==> config.mk <==
export PLATFORM = sky130hd
export DESIGN_NAME = instr_fetch
export DESIGN_NICKNAME = d
export VERILOG_FILES = /design/src/rtl/tpu_pkg.sv /design/src/rtl/instr_mem.sv /design/src/rtl/instr_fetch.sv
export SDC_FILE = /design/constraint.sdc
export NUM_CORES = 1
export LEC_CHECK = 0
export CAP_MARGIN = 20
export CORE_MARGIN = 5
export CORE_UTILIZATION = 36
export CTS_BUF_LIST = sky130_fd_sc_hd__clkbuf_4 sky130_fd_sc_hd__clkbuf_8
export DETAILED_ROUTE_END_ITERATION = 7
export HOLD_SLACK_MARGIN = 0.15
export PLACE_DENSITY = 0.54
export SKIP_CTS_REPAIR_TIMING = 1
export SYNTH_ARGS = -nofsm -noshare
export SYNTH_HDL_FRONTEND = slang
export SYNTH_SLANG_ARGS = --single-unit
==> constraint.sdc <==
create_clock -name clk -period 3.8 [get_ports clk]
set_clock_uncertainty 0.2 [all_clocks]
set_input_delay 0.76 -clock clk [delete_from_list [all_inputs] [get_ports clk]]
set_output_delay 0.76 -clock clk [all_outputs]
set_load 0.005 [all_outputs]
==> src/rtl/tpu_pkg.sv <==
// Shared definitions for the TPU instruction path: opcodes, fetch FSM states
// and the default program memory depth.
package tpu_pkg;

    localparam int IMEM_DEPTH_DEFAULT = 32;

    localparam logic [2:0] LOAD_ADDR   = 3'b001;
    localparam logic [2:0] LOAD_WEIGHT = 3'b010;
    localparam logic [2:0] LOAD_INPUTS = 3'b011;
    localparam logic [2:0] VALID       = 3'b100;
    localparam logic [2:0] STORE       = 3'b101;
    localparam logic [2:0] HALT        = 3'b111;

    typedef enum logic [2:0] {
        FS_IDLE  = 3'd0,
        FS_FETCH = 3'd1,
        FS_ISSUE = 3'd2,
        FS_WAIT  = 3'd3,
        FS_DONE  = 3'd4
    } fetch_state_t;

    function automatic logic is_halt(input logic [15:0] word);
        return word[15:13] == HALT;
    endfunction

endpackage

==> src/rtl/instr_mem.sv <==
// Single-port instruction store: synchronous write, registered 1-cycle read.
module instr_mem #(
    parameter int DEPTH = 32,
    parameter int AW    = $clog2(DEPTH)
) (
    input  logic          clk,
    input  logic          we,
    input  logic [AW-1:0] addr,
    input  logic [15:0]   wdata,
    output logic [15:0]   rdata
);

    logic [15:0] mem [DEPTH];

    always_ff @(posedge clk) begin
        if (we) begin
            mem[addr] <= wdata;
        end
        rdata <= mem[addr];
    end

endmodule

==> src/rtl/instr_fetch.sv <==
// Instruction fetch FSM: walks the program memory from address 0, forwarding
// one instruction per two cycles until HALT or the last address.
module instr_fetch
    import tpu_pkg::*;
#(
    parameter int IMEM_DEPTH = IMEM_DEPTH_DEFAULT,
    localparam int PC_W      = $clog2(IMEM_DEPTH)
) (
    input  logic            clk,
    input  logic            reset,
    input  logic            prog_we,
    input  logic [PC_W-1:0] prog_addr,
    input  logic [15:0]     prog_wdata,
    input  logic            start,
    input  logic            stall,
    output logic [15:0]     instruction,
    output logic [PC_W-1:0] pc,
    output logic            busy,
    output logic            done
);

    localparam logic [PC_W-1:0] LAST_ADDR = PC_W'(IMEM_DEPTH - 1);

    fetch_state_t    state;
    logic            end_reached;
    logic            mem_we;
    logic [PC_W-1:0] mem_addr;
    logic [15:0]     mem_rdata;

    assign busy = (state == FS_FETCH) || (state == FS_ISSUE) || (state == FS_WAIT);

    // The port is shared: program loads only get it while the fetcher is idle.
    assign mem_we   = prog_we && !busy && !reset;
    assign mem_addr = mem_we ? prog_addr : pc;

    instr_mem #(
        .DEPTH (IMEM_DEPTH),
        .AW    (PC_W)
    ) u_mem (
        .clk   (clk),
        .we    (mem_we),
        .addr  (mem_addr),
        .wdata (prog_wdata),
        .rdata (mem_rdata)
    );

    always_ff @(posedge clk) begin
        if (reset) begin
            state       <= FS_IDLE;
            pc          <= '0;
            instruction <= '0;
            done        <= 1'b0;
            end_reached <= 1'b0;
        end else begin
            instruction <= '0;
            case (state)
                FS_IDLE: begin
                    if (start) begin
                        state       <= FS_FETCH;
                        pc          <= '0;
                        end_reached <= 1'b0;
                    end
                end
                FS_FETCH: begin
                    state <= FS_ISSUE;
                end
                FS_ISSUE: begin
                    if (is_halt(mem_rdata)) begin
                        state <= FS_DONE;
                    end else begin
                        instruction <= mem_rdata;
                        // pc parks on the last address instead of wrapping.
                        if (pc == LAST_ADDR) begin
                            end_reached <= 1'b1;
                        end else begin
                            pc <= pc + PC_W'(1);
                        end
                        if (stall) begin
                            state <= FS_WAIT;
                        end else if (pc == LAST_ADDR) begin
                            state <= FS_DONE;
                        end else begin
                            state <= FS_FETCH;
                        end
                    end
                end
                FS_WAIT: begin
                    if (!stall) begin
                        state <= end_reached ? FS_DONE : FS_FETCH;
                    end
                end
                FS_DONE: begin
                    if (start) begin
                        done  <= 1'b0;
                        state <= FS_IDLE;
                    end else begin
                        done <= 1'b1;
                    end
                end
                default: begin
                    state <= FS_IDLE;
                end
            endcase
        end
    end

endmodule

==> reports/summary.txt, run 1 <==
Core area - 59,130 sq um
Synth area leader - edfxtp_1
Crit path DAT - 4.01 ns
Maxcap violations - 0
Pwr Density - 485.8 nW/um^2
Post-synth EDFFs - 512
Static Leakage - 7.831 nW
Mapped Area - 21,520 sq um
Layout area overhead - 18.52%
Cts bufs inserted - 90
Hold path cells - 1
Element type at the critical path end - flip-flop
Total die area - 64,770 sq um
RSZ-0062 raised after global routing - false
Status - finished, final reports clean
Final Max Tran Viols - 0
HPWL Detailed - 36,940 um
Initial cell density of the core - 36.40%
R2r setup slk - 0.19 ns
Detail Route Antenna Nets - 0
Post-route DRC - 0
Fraction of layout cells with a size suffix above 1 - 19.45%
Antenna violations before repair - 1
Reg2Reg Depth - 10
Relative slew margins - 32.23%
Die width - 254.5 um
Root Buffer - clkbuf_8
Worst skew pair latency - 0.68 ns
RR Startpoint - state[0]$_SDFFE_PP0P_
CTS tree - yes
Top cells by count, synth - 512 x edfxtp_1, 365 x o21ai_0, 78 x a41oi_1
Nets - 1,634
Worst flop-to-flop path endpoint - u_mem.rdata[3]$_DFF_P_
Final hold vios - 0
Final Cycle Share - 95.06%
Die Y - 254.5 um
Final setup fails - 0
Via count - 13,840
Ranking of synthesized cells by area - edfxtp_1 71%, o21ai_0 8.5%, dfxtp_1 3.9%
Peak fanout along the critical path - 29
Ys async rst share - 0%
Syn_nets - 1,476
Detailed Routing Iterations Pass 1 - 5
Finished Layout Cells - 2,450
Global route overflow - 0
Most frequent cell after synthesis - edfxtp_1
Hold Path Sink - instruction[12]$_SDFF_PP0_
FP Rows - 89
Clock Sinks - 554
Cells after synthesis - 1,448
Slew @ Worst Pin - 1.006 ns
Minimum clock period - 3.612 ns
Placed cell areas - 23,760 sq um
Yosys reg bits - 554
Port Buf Inserts - 48
Design Area, Final - 25,510 sq um
Largest net degree at the start of global routing - 50
Number of vias per cell - 5.650
First-pass GRT wire length - 93,090 um
Worst Path Class, Setup - reg2reg
Routed WL - 63,130 um
Fmax achieved - 276.8 MHz
Maximum vdd drop - 0.0002134 V
Seq/Total Area, Yosys - 75.35%
Clock slew at reported path FFs - 0.06 ns
Synthesized area per cell - 14.86 sq um
Synth Flop Type - edfxtp_1
Yosys warning total - 0
H-tree Lvls - 3
Final Power - 12.39 mW
CTS Buffer Depth - 3
WL/cell - 25.77 um
Top-Level Pins - 49
Vias in the first global route - 13,950
Critical Path Start Type - flip-flop
Top-area cell type share of the netlist area - 71.44%
Hold Path Class - reg2reg
GRT Util Overall - 19.32%
Routability cong. - 0.8024
WP data required - 4.20 ns
DR iter-0 viols - 1,481
Netlist cell types - 58
HP Start - u_mem.rdata[12]$_DFF_P_
Placed insts - 2,287
## worst max-delay path, stage by stage, from the launching register on
cell and delay (ns):
dfxtp_1 0.42, o21bai_4 0.49, inv_4 0.20, nor3_4 0.26
buf_4 0.25, buf_4 0.36, or2_1 0.19, buf_4 0.30
a22oi_1 0.15, a21oi_1 0.50, nand4b_1 0.19
## final cells by class
| type | count | area, sq um |
|---|---|---|
| inverters | 3 | 13.76 |
| flip-flops and latches | 554 | 16220 |
| diodes | 1 | 2.502 |
| well taps | 773 | 967.2 |
| repair buffers | 186 | 1754 |
| clock inverters | 41 | 239.0 |
| clock buffers | 121 | 1503 |
| fillers | 5274 | 33620 |
| multi-input cells | 771 | 4812 |
## through the flow
stage / TNS [ns] / hold slack [ns] / utilization, % / setup slack, ns
finish: 0 / 0.2347 / 43.14 / 0.1878
detailed placement: -0.9037 / 0.2216 / 40.19 / -0.3572
global route: 0 / 0.2524 / 43.14 / 0.08018
floorplan: 0 / 0.2057 / - / 0.3122
CTS: 0 / 0.2374 / 43.13 / 0.2359
global placement: -0.9428 / 0.2227 / 40.19 / -0.3178
## worst max path at each step
| stage | slack [ns] | cells past startpoint | end | start |
|---|---|---|---|---|
| floorplan | 0.31 | 6 | u_mem.mem[16][0]$_DFFE_PP_ | prog_we |
| global placement | -0.32 | 11 | u_mem.rdata[12]$_DFF_P_ | prog_we |
| detailed placement | -0.36 | 11 | u_mem.rdata[12]$_DFF_P_ | prog_we |
| CTS | 0.24 | 9 | u_mem.rdata[12]$_DFF_P_ | state[0]$_SDFFE_PP0P_ |
| global route | 0.08 | 9 | u_mem.rdata[12]$_DFF_P_ | state[0]$_SDFFE_PP0P_ |
| finish | 0.19 | 10 | u_mem.rdata[3]$_DFF_P_ | state[0]$_SDFFE_PP0P_ |
## cells by family (layout without fill, tap and decap cells)
group,after synthesis,in the layout,share of synthesized area [%]
xor gates and xnor gates,2,2,0.08141
buffers and inverters,123,351,2.826
muxes,2,2,0.09303
adders and majority gates,2,2,0.1163
AOI/OAI and AO/OA,604,604,16.99
DFF,554,554,75.35
other,0,1,0
and+or+nand+nor,161,161,4.547
## power breakdown
part	switching, mW	leakage [nW]	internal, mW
registers	0.0321	4.95	6.70
logic	0.430	1.96	0.208
clock network	2.32	0.917	2.70
total	2.78	7.83	9.61
## placed cells by master, fill, tap and decap left out, types with 5 or more instances in the layout
cell type        count
a22oi_1             24
clkdlybuf4s50_1     48
dfxtp_1             42
buf_12              19
nand4_1             19
a22o_1              31
edfxtp_1           512
a21oi_1             41
nand3_1              5
nand4b_1            16
nor2_1              20
a22oi_2             10
nor4_1              14
a41oi_1             78
nor3_1               6
and2_1              16
clkinv_1            26
nor2_2              21
clkinv_2             8
nand2b_1             5
buf_4              119
clkbuf_8            95
o21ai_0            365
clkbuf_4            26
o21ai_1             35
nand2_1             15
## sequential cells by signal (all words and copies together) (netlist names)
signal and flops:
end_reached 1, instruction 16, done 1, u_mem.rdata 16
state 3, u_mem.mem 512, pc 5
## per-layer routing
layer / global-route usage [%] / wire, um / up-vias
li1: - / - / 6122
met1: 26.50 / 26400 / 7002
met2: 30.14 / 29440 / 623
met3: 4.202 / 5077 / 96
met4: 7.963 / 2205 / 0
met5: 0 / 0 / -
Note: power is estimated with default switching activity, not from simulation.
==> run 2, diff against run 1 <==
Settings changed: ABC_CLOCK_PERIOD_IN_PS set to 3800.
==> results of run 2 <==
No change in the layout: final DEF, timing and power equal those of run 1.
